==> config.mk <==
export PLATFORM = sky130hd
export DESIGN_NAME = mod_updown_counter_flat
export DESIGN_NICKNAME = d
export VERILOG_FILES = /design/src/rtl/mod_updown_counter_if.sv /design/src/rtl/mod_updown_counter.sv /design/src/flat_wrapper.sv
export SDC_FILE = /design/constraint.sdc
export NUM_CORES = 1
export LEC_CHECK = 0
export CORE_AREA = 8 8 45 47
export DETAILED_ROUTE_END_ITERATION = 10
export DIE_AREA = 0 0 53 55
export GPL_ROUTABILITY_DRIVEN = 1
export SETUP_SLACK_MARGIN = 0.2
export SYNTH_ARGS = -nofsm -noshare
export SYNTH_HDL_FRONTEND = slang
export SYNTH_SLANG_ARGS = --single-unit
==> constraint.sdc <==
create_clock -name clk -period 3.8 [get_ports clk]
set_input_delay 0.57 -clock clk [delete_from_list [all_inputs] [get_ports clk]]
set_output_delay 0.57 -clock clk [all_outputs]
set_load 0.02 [all_outputs]
==> src/rtl/mod_updown_counter_if.sv <==
// Bus bundle for mod_updown_counter: count controls, load data and the
// counter's q/tc/ovf results. clk and clear stay as plain module ports.
interface mod_updown_counter_if #(
  parameter int unsigned WIDTH = 4
);
  logic             en;
  logic             up;
  logic             load;
  logic [WIDTH-1:0] d;
  logic             ovf_clr;
  logic [WIDTH-1:0] q;
  logic             tc;
  logic             ovf;

  modport master (
    output en, up, load, d, ovf_clr,
    input  q, tc, ovf
  );

  modport slave (
    input  en, up, load, d, ovf_clr,
    output q, tc, ovf
  );
endinterface

==> src/rtl/mod_updown_counter.sv <==
// Synchronous modulo up/down counter with load, cascadable tc and sticky ovf.
// Define COUNTER_SATURATE_EN to hold at the terminal value instead of wrapping.
module mod_updown_counter #(
  parameter int unsigned     WIDTH  = 4,
  parameter longint unsigned MODULO = 16
) (
  input  logic                 clk,
  input  logic                 clear,
  mod_updown_counter_if.slave  bus
);

  if (WIDTH < 1 || WIDTH > 32) begin : g_bad_width
    $error("mod_updown_counter: WIDTH must be in 1..32");
  end
  if (MODULO < 2 || MODULO > (64'd1 << WIDTH)) begin : g_bad_modulo
    $error("mod_updown_counter: MODULO must be in 2..2**WIDTH");
  end

  localparam logic [WIDTH-1:0] MAX = WIDTH'(MODULO - 64'd1);
  localparam logic [WIDTH-1:0] ONE = WIDTH'(1);

  logic [WIDTH-1:0] count;
  logic             ovf_flag;
  logic [WIDTH-1:0] load_val;
  logic [WIDTH-1:0] step_val;
  logic             at_top;
  logic             at_bot;
  logic             wrap;

  always_comb begin
    at_top   = (count == MAX);
    at_bot   = (count == '0);
    load_val = (bus.d > MAX) ? MAX : bus.d;
    // A wrap edge is exactly one where tc is high, so tc doubles as the ovf set term.
    wrap     = bus.en & ~bus.load & ~clear & (bus.up ? at_top : at_bot);
    step_val = count;
    if (bus.up) begin
`ifdef COUNTER_SATURATE_EN
      step_val = at_top ? MAX : count + ONE;
`else
      step_val = at_top ? '0 : count + ONE;
`endif
    end else begin
`ifdef COUNTER_SATURATE_EN
      step_val = at_bot ? '0 : count - ONE;
`else
      step_val = at_bot ? MAX : count - ONE;
`endif
    end
  end

  always_ff @(posedge clk) begin
    if (clear) begin
      count    <= '0;
      ovf_flag <= 1'b0;
    end else begin
      if (bus.load)
        count <= load_val;
      else if (bus.en)
        count <= step_val;

      if (wrap)
        ovf_flag <= 1'b1;
      else if (bus.ovf_clr)
        ovf_flag <= 1'b0;
    end
  end

  assign bus.q   = count;
  assign bus.ovf = ovf_flag;
  assign bus.tc  = wrap;

endmodule

==> src/flat_wrapper.sv <==
// flat-port wrapper written by rule: the top's interface ports become plain ports
module mod_updown_counter_flat 
#(
  parameter int unsigned     WIDTH  = 4,
  parameter longint unsigned MODULO = 16
)
  (clk, clear, bus_en, bus_up, bus_load, bus_d, bus_ovf_clr, bus_q, bus_tc, bus_ovf);
  mod_updown_counter_if #(.WIDTH(WIDTH)) bus_i ();
  input  logic clk;
  input  logic clear;
  input wire logic [$bits(bus_i.en)-1:0] bus_en;
  input wire logic [$bits(bus_i.up)-1:0] bus_up;
  input wire logic [$bits(bus_i.load)-1:0] bus_load;
  input wire logic [$bits(bus_i.d)-1:0] bus_d;
  input wire logic [$bits(bus_i.ovf_clr)-1:0] bus_ovf_clr;
  output wire logic [$bits(bus_i.q)-1:0] bus_q;
  output wire logic [$bits(bus_i.tc)-1:0] bus_tc;
  output wire logic [$bits(bus_i.ovf)-1:0] bus_ovf;
  assign bus_i.en = bus_en;
  assign bus_i.up = bus_up;
  assign bus_i.load = bus_load;
  assign bus_i.d = bus_d;
  assign bus_i.ovf_clr = bus_ovf_clr;
  assign bus_q = bus_i.q;
  assign bus_tc = bus_i.tc;
  assign bus_ovf = bus_i.ovf;
  mod_updown_counter #(.WIDTH(WIDTH), .MODULO(MODULO)) u_core (.clk(clk), .clear(clear), .bus(bus_i));
endmodule
==> reports/results.ini <==
[global_routing]
grt_max_degree=12
grt_usage=0.0782
grt_pass1_vias=385
antenna_found_initial=0
overflow=0
grt_pass1_wl_mm=1.68

[detailed_routing]
via_count=424
postRouteAntennaNets=0
wire_per_inst_um=12.7
drtIter0Drc=2
drt-total-wl_mm=1.05
drc=0
firstDrtPassIters=3
viasPerCell=5.11

[yosys]
yosysMostFrequentCell=inv_1
yosysSeqAreaShare=0.240
netlist_area_um2=418
synth_common_cells=7 x inv_1, 5 x dfxtp_1, 4 x a21oi_1
synth.avg_cell_area_um2=8.19
synth_area_leader_cell=dfxtp_1
synth_warnings=0
synthXorXnorAreaFrac=0.0210
muxShareOfSynthArea=0.0359
synthDominantCellAreaShare=0.240
ys_seq_elements=5
synth.area.top_cells=dfxtp_1 24%, a2111oi_2 7.2%, inv_1 6.3%
synth_top_family_by_area=simple AND/OR/NAND/NOR gates
synthAdderAreaFrac=0.0599
synth_ff_type=dfxtp_1
synth_cells=51
synth_edf_count=0
synth_compound_area_frac=0.260
yosys.area_share.simple=0.278
synth.distinct_cells=30
async_reset_ff_frac=0
syn_nets=63

[critical_path]
crit_buf_inv=2
r2r_slack_ns=2.21
critPathArrivalTime_ns=2.40
reg2reg_depth=5
r2r-end=u_core.bus.q[2]
crit_chain=clkdlybuf4s50_1 -> nor4b_1 -> o21ai_0 -> nor2_1 -> clkdlybuf4s50_1
r2r_start=u_core.bus.q[0]
cp_max_fo=7
cp_slowest_cell=clkdlybuf4s50_1
critPathMostFrequentCell=clkdlybuf4s50_1
critPathCaptureType=primary output
path_class=primary input to primary output
critPathMaxStageDelay_ns=0.61
critPathRequiredTime_ns=3.23
crit_family=buffers and inverters
setup.worst_path.start_class=primary input

[layout]
final_area_um2=597
regArea_um2=100
drive_gt1_frac=0.119
insertedDiodeCount=0
nets=80
multi_input_area_um2=274
n_fill_cell=148
area_growth_pct=42.8

[status]
status=completed

[timing]
timing.slew.headroom=0.746
setup_viol=0
tns_ns=0
hold_viol=0
slew_viol_final=0
finalClockSkew_ns=0.0106
clock.fmax_mhz=336
period_share=0.782
whs_ns=0.512
rsz0062_at_grt=no
period_needed_ns=2.97
tightest_slew_ns=0.375

[hold_path]
whs_endpoint=u_core.bus.ovf
worstHoldStart=u_core.bus.ovf
hp-class=flop to flop
holdPathStages=2

[job]
drv_cap=0

[cts]
ctsResizeCount=0
cts_buffers=3
root_buffer=clkbuf_4
cts_tree=built
cts_buffer_depth=2
cts_setup_buffers=0
clk_latency_ns=0.25
cts.sinks=5
clk_pin_slew_ns=0.04
postCtsHoldBufs=0
cts_htree_levels=1

[placement]
place_area_um2=571
io_buffers=15
hpwl_um=849
gp_congestion=0.775

[power_and_ir_drop]
power.leakage_uw=0.000220
power.density_nw_per_um2=305
peakVddDrop_v=0.000136
total_power_uw=182

[floorplan]
dieWidth_um=53
num_rows=14
die_y_um=55
die_area_um2=2920
pin_count=16
initial_core_util=0.302
core_area_um2=1380

==> cells in the final DEF, fill, tap and decap left out, types with 2 or more instances in the layout <==
master            n
clkdlybuf4s50_1  15
inv_1             7
dfxtp_1           5
a21oi_1           4
clkbuf_4          3
nor2_1            2
nand3_1           2
nand2_1           2
nor3_1            2
a2111oi_2         2
nand3b_1          2
ha_1              2
==> layout make-up <==
cell class | count | share of cell area
Clock buffer | 4 | 0.0440
Inverter | 7 | 0.0440
Multi-Input combinational cell | 36 | 0.459
Sequential cell | 5 | 0.168
Tap cell | 16 | 0.0335
Timing Repair Buffer | 15 | 0.252
==> through the flow <==
step,utilization,setup WS [ns],cells
floorplan,-,1.82,51
global placement,0.412,0.880,79
detailed placement,0.412,0.841,79
CTS,0.431,0.833,83
global route,0.431,0.651,83
finish,0.431,0.828,83
==> worst register-to-register path, stage by stage (launching register included) <==
cell	delay (ns)
dfxtp_1	0.43
inv_1	0.10
ha_1	0.24
mux2_4	0.29
a2111oi_2	0.33
nand3b_1	0.14
==> cells by family after synthesis <==
family | after synthesis
simple gates | 19
compound gates | 13
mux | 1
flops | 5
fa+ha+maj | 2
buf+inv | 10
xor+xnor | 1
==> state kept, by name, summed over array words and instances (netlist names) <==
register        count
u_core.bus.ovf      1
u_core.bus.q        4
==> report_power, final <==
group | internal, µW | switching (µW) | leakage, µW
registers | 56.5 | 7.73 | 0.0000414
logic | 28.7 | 24.5 | 0.000164
clock network | 39.9 | 25.0 | 0.0000150
==> how the worst max path moves through the flow <==
stage	cells past startpoint	slack, ns	start	end
2_1_floorplan	5	1.82	u_core.bus.q[0]	bus_tc
3_3_place_gp	5	0.88	bus_en	bus_tc
3_5_place_dp	5	0.84	bus_up	bus_tc
4_1_cts	5	0.83	bus_up	bus_tc
5_1_grt	5	0.65	bus_up	bus_tc
6_report	5	0.83	bus_up	bus_tc
==> metal layers <==
| metal | vias up | global-route usage | wire length, µm |
|---|---|---|---|
| met5 | - | 0 | 0 |
| met4 | 0 | 0.0647 | 0 |
| met3 | 0 | 0.0214 | 52 |
| met2 | 8 | 0.125 | 523 |
| met1 | 195 | 0.0854 | 478 |
| li1 | 221 | - | - |
No activity file was read; power rests on OpenSTA's default activity.
